--- src/rtl/cla_pkg.sv ---
// cla_pkg: shared width, operand type and carry-out helper for the 108-bit adder path
package cla_pkg;
  localparam int CLA_W = 108;
  typedef logic [CLA_W-1:0] cla_word_t;
  function automatic logic cla_cout(input logic pm, input logic gm, input logic cin);
    return gm | (pm & cin);
  endfunction
endpackage

--- src/rtl/cla_108bits.sv ---
// cla_108bits: 108-bit two-level carry-lookahead adder with group propagate/generate outputs
module cla_108bits
  import cla_pkg::*;
(
  input  cla_word_t a,
  input  cla_word_t b,
  input  logic      cin,
  output cla_word_t sum,
  output logic      pm,
  output logic      gm
);
  localparam int NG = CLA_W/4;
  cla_word_t p, g, c;
  logic [NG-1:0] bg, bp;
  logic [NG:0] bc;
  logic gacc, pacc;
  assign p = a ^ b;
  assign g = a & b;
  // 4-bit lookahead blocks; block carries chain, gm/pm fold the blocks with zero carry-in
  always_comb begin
    c = '0;
    bg = '0;
    bp = '0;
    bc = '0;
    bc[0] = cin;
    gacc = 1'b0;
    pacc = 1'b1;
    for (int k = 0; k < NG; k++) begin
      bg[k] = g[4*k+3] | (p[4*k+3] & g[4*k+2]) | (p[4*k+3] & p[4*k+2] & g[4*k+1])
            | (p[4*k+3] & p[4*k+2] & p[4*k+1] & g[4*k]);
      bp[k] = &p[4*k +: 4];
      c[4*k] = bc[k];
      c[4*k+1] = g[4*k] | (p[4*k] & bc[k]);
      c[4*k+2] = g[4*k+1] | (p[4*k+1] & g[4*k]) | (p[4*k+1] & p[4*k] & bc[k]);
      c[4*k+3] = g[4*k+2] | (p[4*k+2] & g[4*k+1]) | (p[4*k+2] & p[4*k+1] & g[4*k])
               | (p[4*k+2] & p[4*k+1] & p[4*k] & bc[k]);
      bc[k+1] = bg[k] | (bp[k] & bc[k]);
      gacc = bg[k] | (bp[k] & gacc);
      pacc = pacc & bp[k];
    end
  end
  assign sum = p ^ c;
  assign gm = gacc;
  assign pm = pacc;
endmodule

--- src/rtl/rr_arbiter.sv ---
// rr_arbiter: combinational round-robin pick starting at ptr, one-hot grant plus encoded index
module rr_arbiter #(
  parameter int N = 4,
  parameter int IW = 2
) (
  input  logic [N-1:0]  req,
  input  logic [IW-1:0] ptr,
  output logic [N-1:0]  grant,
  output logic [IW-1:0] idx
);
  // scan from the farthest position back to ptr so the nearest requester wins
  always_comb begin
    grant = '0;
    idx = '0;
    for (int k = N-1; k >= 0; k--)
      if (req[(int'(ptr)+k)%N]) begin
        grant = '0;
        grant[(int'(ptr)+k)%N] = 1'b1;
        idx = IW'((int'(ptr)+k)%N);
      end
  end
endmodule

--- src/rtl/cla_add_arbiter.sv ---
// cla_add_arbiter: round-robin sharing of one 108-bit CLA adder with a registered valid/ready response
module cla_add_arbiter
  import cla_pkg::*;
#(
  parameter int NREQ = 4,
  parameter int IDW = 2
) (
  input  logic                  clk,
  input  logic                  rst_n,
  input  logic [NREQ-1:0]       req_valid,
  output logic [NREQ-1:0]       req_ready,
  input  logic [NREQ*CLA_W-1:0] req_a,
  input  logic [NREQ*CLA_W-1:0] req_b,
  input  logic [NREQ-1:0]       req_cin,
  output logic                  rsp_valid,
  input  logic                  rsp_ready,
  output logic [CLA_W-1:0]      rsp_sum,
  output logic                  rsp_cout,
  output logic [IDW-1:0]        rsp_id,
  output logic [7:0]            busy_cnt
);
  logic [IDW-1:0] ptr, idx;
  logic [NREQ-1:0] grant;
  logic can_accept, any_grant, accept, cin_sel, pm, gm;
  cla_word_t a_sel, b_sel, sum;
  assign can_accept = !rsp_valid || rsp_ready;
  assign any_grant = |grant;
  // rst_n gates ready so nothing is handed off while reset is held
  assign req_ready = (can_accept && rst_n) ? grant : '0;
  assign accept = |req_ready;
  assign a_sel = any_grant ? req_a[int'(idx)*CLA_W +: CLA_W] : '0;
  assign b_sel = any_grant ? req_b[int'(idx)*CLA_W +: CLA_W] : '0;
  assign cin_sel = any_grant && req_cin[idx];
  rr_arbiter #(.N(NREQ), .IW(IDW)) u_arb (.req(req_valid), .ptr(ptr), .grant(grant), .idx(idx));
  cla_108bits u_add (.a(a_sel), .b(b_sel), .cin(cin_sel), .sum(sum), .pm(pm), .gm(gm));
  always_ff @(posedge clk or negedge rst_n)
    if (!rst_n) begin
      rsp_valid <= 1'b0;
      rsp_sum <= '0;
      rsp_cout <= 1'b0;
      rsp_id <= '0;
      busy_cnt <= '0;
      ptr <= '0;
    end else begin
      if (accept) begin
        rsp_valid <= 1'b1;
        rsp_sum <= sum;
        rsp_cout <= cla_cout(pm, gm, cin_sel);
        rsp_id <= idx;
        ptr <= (int'(idx) == NREQ-1) ? '0 : idx + 1'b1;
      end else if (rsp_ready) rsp_valid <= 1'b0;
      if (|req_valid && !can_accept && busy_cnt != 8'hff) busy_cnt <= busy_cnt + 8'd1;
    end
endmodule

--- config.mk ---
export PLATFORM = sky130hd
export DESIGN_NAME = cla_add_arbiter
export DESIGN_NICKNAME = d
export VERILOG_FILES = /design/src/rtl/cla_pkg.sv /design/src/rtl/cla_108bits.sv /design/src/rtl/rr_arbiter.sv /design/src/rtl/cla_add_arbiter.sv
export SDC_FILE = /design/constraint.sdc
export NUM_CORES = 1
export LEC_CHECK = 0
export ABC_AREA = 1
export BUFFER_PORTS_ARGS = -buffer_cell sky130_fd_sc_hd__buf_4
export CORE_AREA = 2 2 391 393
export CTS_BUF_LIST = sky130_fd_sc_hd__clkbuf_2
export DETAILED_ROUTE_END_ITERATION = 12
export DIE_AREA = 0 0 393 395
export GPL_TIMING_DRIVEN = 1
export HOLD_SLACK_MARGIN = 0.15
export PLACE_DENSITY = 0.35
export SLEW_MARGIN = 25
export SYNTH_ARGS = -nofsm -noshare
export SYNTH_HDL_FRONTEND = slang
export SYNTH_HIERARCHICAL = 1
export SYNTH_SLANG_ARGS = --single-unit
export TNS_END_PERCENT = 10
--- constraint.sdc ---
create_clock -name clk -period 12.46 [get_ports clk]
set_input_delay 1.869 -clock clk [delete_from_list [all_inputs] [get_ports clk]]
set_output_delay 1.869 -clock clk [all_outputs]
set_load 0.05 [all_outputs]
==> run_results.csv <==
group,metric,value,unit
status,status,"finished, final reports clean",
clocking,path_clk_slew,250,ps
synth,syn_nets,3985,
final_layout,multi_input_area,13000,sq um
critical_path,cp-start-kind,"flop",
floorplanning,initial_core_util,11.6,%
sta,tns,0,ps
detailed_routing,drtPass1Iterations,5,
hold_path,min_path_type,"flop to flop",
global_route,grt_overflow,0,
final_layout,drive_above_1_share,30.0,%
final_layout,ff_latch_area,3050,sq um
placed_design,routabilityCongestion,0.883,
global_route,grt_pass1_vias,23100,
clocking,htree_levels,4,
detailed_routing,viasPerCell,3.90,
critical_path,cp-end-kind,"flop",
final_layout,final_nets,4844,
sta,drv_slew,0,
sta,fin_ws,3490,ps
sta,fmax,111,MHz
placed_design,post-place-ws,1840,ps
floorplanning,die_w,393,microns
sta,tightest_slew,1080,ps
floorplanning,die_area,155000,sq um
floorplanning,core-area,151000,sq um
critical_path,crit_slowest_cell,"dfrtp_1",
synth,synth_edf_count,0,
clocking,hold_buffers,0,
clocking,cts-root-buf,"clkbuf_2",
critical_path,r2r_slack,3490,ps
critical_path,critPathBufInv,7,
clocking,cts_inserted_buffers,17,
sta,rsz0062_at_grt,"no",
floorplanning,pin_count,999,
synth,async_reset_ff_share,100,%
job,drv_cap,0,
synth,seq_area_frac_synth,17.5,%
hold_path,hold_end,"rsp_sum[24]",
final_layout,fin_cells,5877,
floorplanning,die_height,395,microns
synth,ys_seq_elements,122,
placed_design,dp_cells,5835,
synth,syn_inst,2965,
sta,clock_skew,42.1,ps
clocking,clkSinkCount,122,
clocking,clk_latency,1140,ps
sta,finalHoldViolCount,0,
critical_path,required,13530,ps
synth,avgSynthCellArea,5.90,sq um
placed_design,post-dp-hpwl,103000,microns
synth,yosys_warnings,6,
global_route,antenna_found_initial,13,
placed_design,numPortBuffers,998,
detailed_routing,vias,22900,
detailed_routing,drtIter0Drc,1154,
clocking,clock_path_buffers,2,
synth,mappedNetlistArea,17500,sq um
synth,synth_cell_type_count,42,
critical_path,critical_path_class,"flop to flop",
hold_path,hold_depth,2,
hold_path,min_from,"rsp_sum[24]",
critical_path,r2r_cells,37,
global_route,grt_max_degree,103,
detailed_routing,routedWlPerCell,20.9,microns
sta,setup_viol,0,
critical_path,critical_path.max_stage_delay,670,ps
critical_path,timing.rr.end,"rsp_cout",
critical_path,timing.rr.start,"ptr[1]",
critical_path,critPathMaxFanout,60,
clocking,cts_tree,"done",
global_route,grt_usage,15.2,%
final_layout,syn_to_final_growth,55.5,%
detailed_routing,remaining_drc_errors,0,
clocking,ctsResizeCount,0,
detailed_routing,ant_nets,0,
synth,synth_ff_type,"dfrtp_1",
sta,period_share,72.0,%
critical_path,arrival,10040,ps
critical_path,cpMostUsedCell,"a21oi_1",
critical_path,crit_family,"compound AO/OA/AOI/OAI gates",
detailed_routing,routed_wl,123000,microns
global_route,grt_first_pass_wirelength,170000,microns
final_layout,fillers,17600,
sta,slew_headroom,27.4,%
sta,finalWorstPathRequiredPeriod,8970,ps
clocking,postCtsSetupBuffers,0,
floorplanning,rows,143,
[cell usage in the layout, fill, tap and decap left out, drive strengths merged, types with 17 or more instances in the layout]
cell type and instances:
buf 1031, dfrtp 122, nand2 532, inv 129
xnor2 30, ha 118, nand3 53, fa 27
xor2 53, clkbuf 17, o21ai 450, a21oi 314
nor2 903
[synthesized netlist by cell type (10+ instances only)]
cell,n,share of area [%]
a21oi_1,309,8.8
buf_1,13,0.28
buf_2,59,1.7
buf_4,39,1.7
clkbuf_1,80,1.7
dfrtp_1,122,17
fa_1,27,3.1
ha_1,118,8.4
inv_1,116,2.5
inv_2,11,0.24
nand2_1,474,10
nand2_4,53,3.4
nand3_1,48,1.4
nand4_1,10,0.36
nor2_1,902,19
o21ai_0,343,9.8
o21ai_1,106,3.0
o21bai_1,10,0.43
xnor2_1,30,1.5
xor2_1,53,2.7
[cell type report]
type	instances	share of cell area, %
clock inverters	15	0.474
well taps	2030	9.34
multi-input cells	2524	48.0
repair buffers	1031	28.7
diodes	10	0.0921
inverters	128	1.88
flip-flops and latches	122	11.2
clock buffers	17	0.313
[registers in the layout (all words and copies together) (netlist names)]
name,count
rsp_id,2
rsp_sum,108
ptr,2
rsp_valid,1
rsp_cout,1
busy_cnt,8
[kinds of logic after synthesis]
kind of cell             share of synthesized area, %
AND/OR/NAND/NOR                                  35.5
AO/OA/AOI/OAI                                    23.2
buffers and inverters                            8.12
adder cells (fa/ha/maj)                          11.5
flip-flops                                       17.5
XOR/XNOR                                         4.16
[stage by stage]
stage | instance area, sq um | utilization [%] | hold WS [ps]
after floorplan | 17500 | - | 604
after global placement | 26900 | 17.8 | 458
after detailed placement | 26900 | 17.8 | 459
after CTS | 27200 | 18.0 | 348
after global routing | 27200 | 18.0 | 459
final | 27200 | 18.0 | 500
[worst max path at each step]
stage | start | to | slack [ps] | cells past startpoint
final | ptr[1] | rsp_cout | 3490 | 37
after global routing | ptr[1] | rsp_cout | 2570 | 36
after CTS | ptr[1] | rsp_cout | 2710 | 37
after detailed placement | req_valid[2] | rsp_cout | 1840 | 36
after global placement | req_valid[2] | rsp_cout | 1900 | 36
after floorplan | req_valid[2] | rsp_sum[105] | 4610 | 71
[layer usage]
| metal | track usage (%) | routed length [microns] | vias up |
|---|---|---|---|
| met5 | 0 | 13 | - |
| met1 | 19.1 | 53400 | 10800 |
| met4 | 3.13 | 2020 | 2 |
| li1 | - | - | 11400 |
| met2 | 26.7 | 61100 | 629 |
| met3 | 2.90 | 6310 | 74 |
[worst reg2reg max path, delay by kind of cell, from the launching register on]
family | cells | cell delay [ps]
AO/OA/AOI/OAI | 17 | 4460
buffers and inverters | 7 | 1700
AND/OR/NAND/NOR | 11 | 1270
adder cells (fa/ha/maj) | 2 | 790
flip-flops | 1 | 670
Power is left out: the tool's default activity adds up to more than one toggle a clock period on the data nets, which glitch-free logic cannot reach.
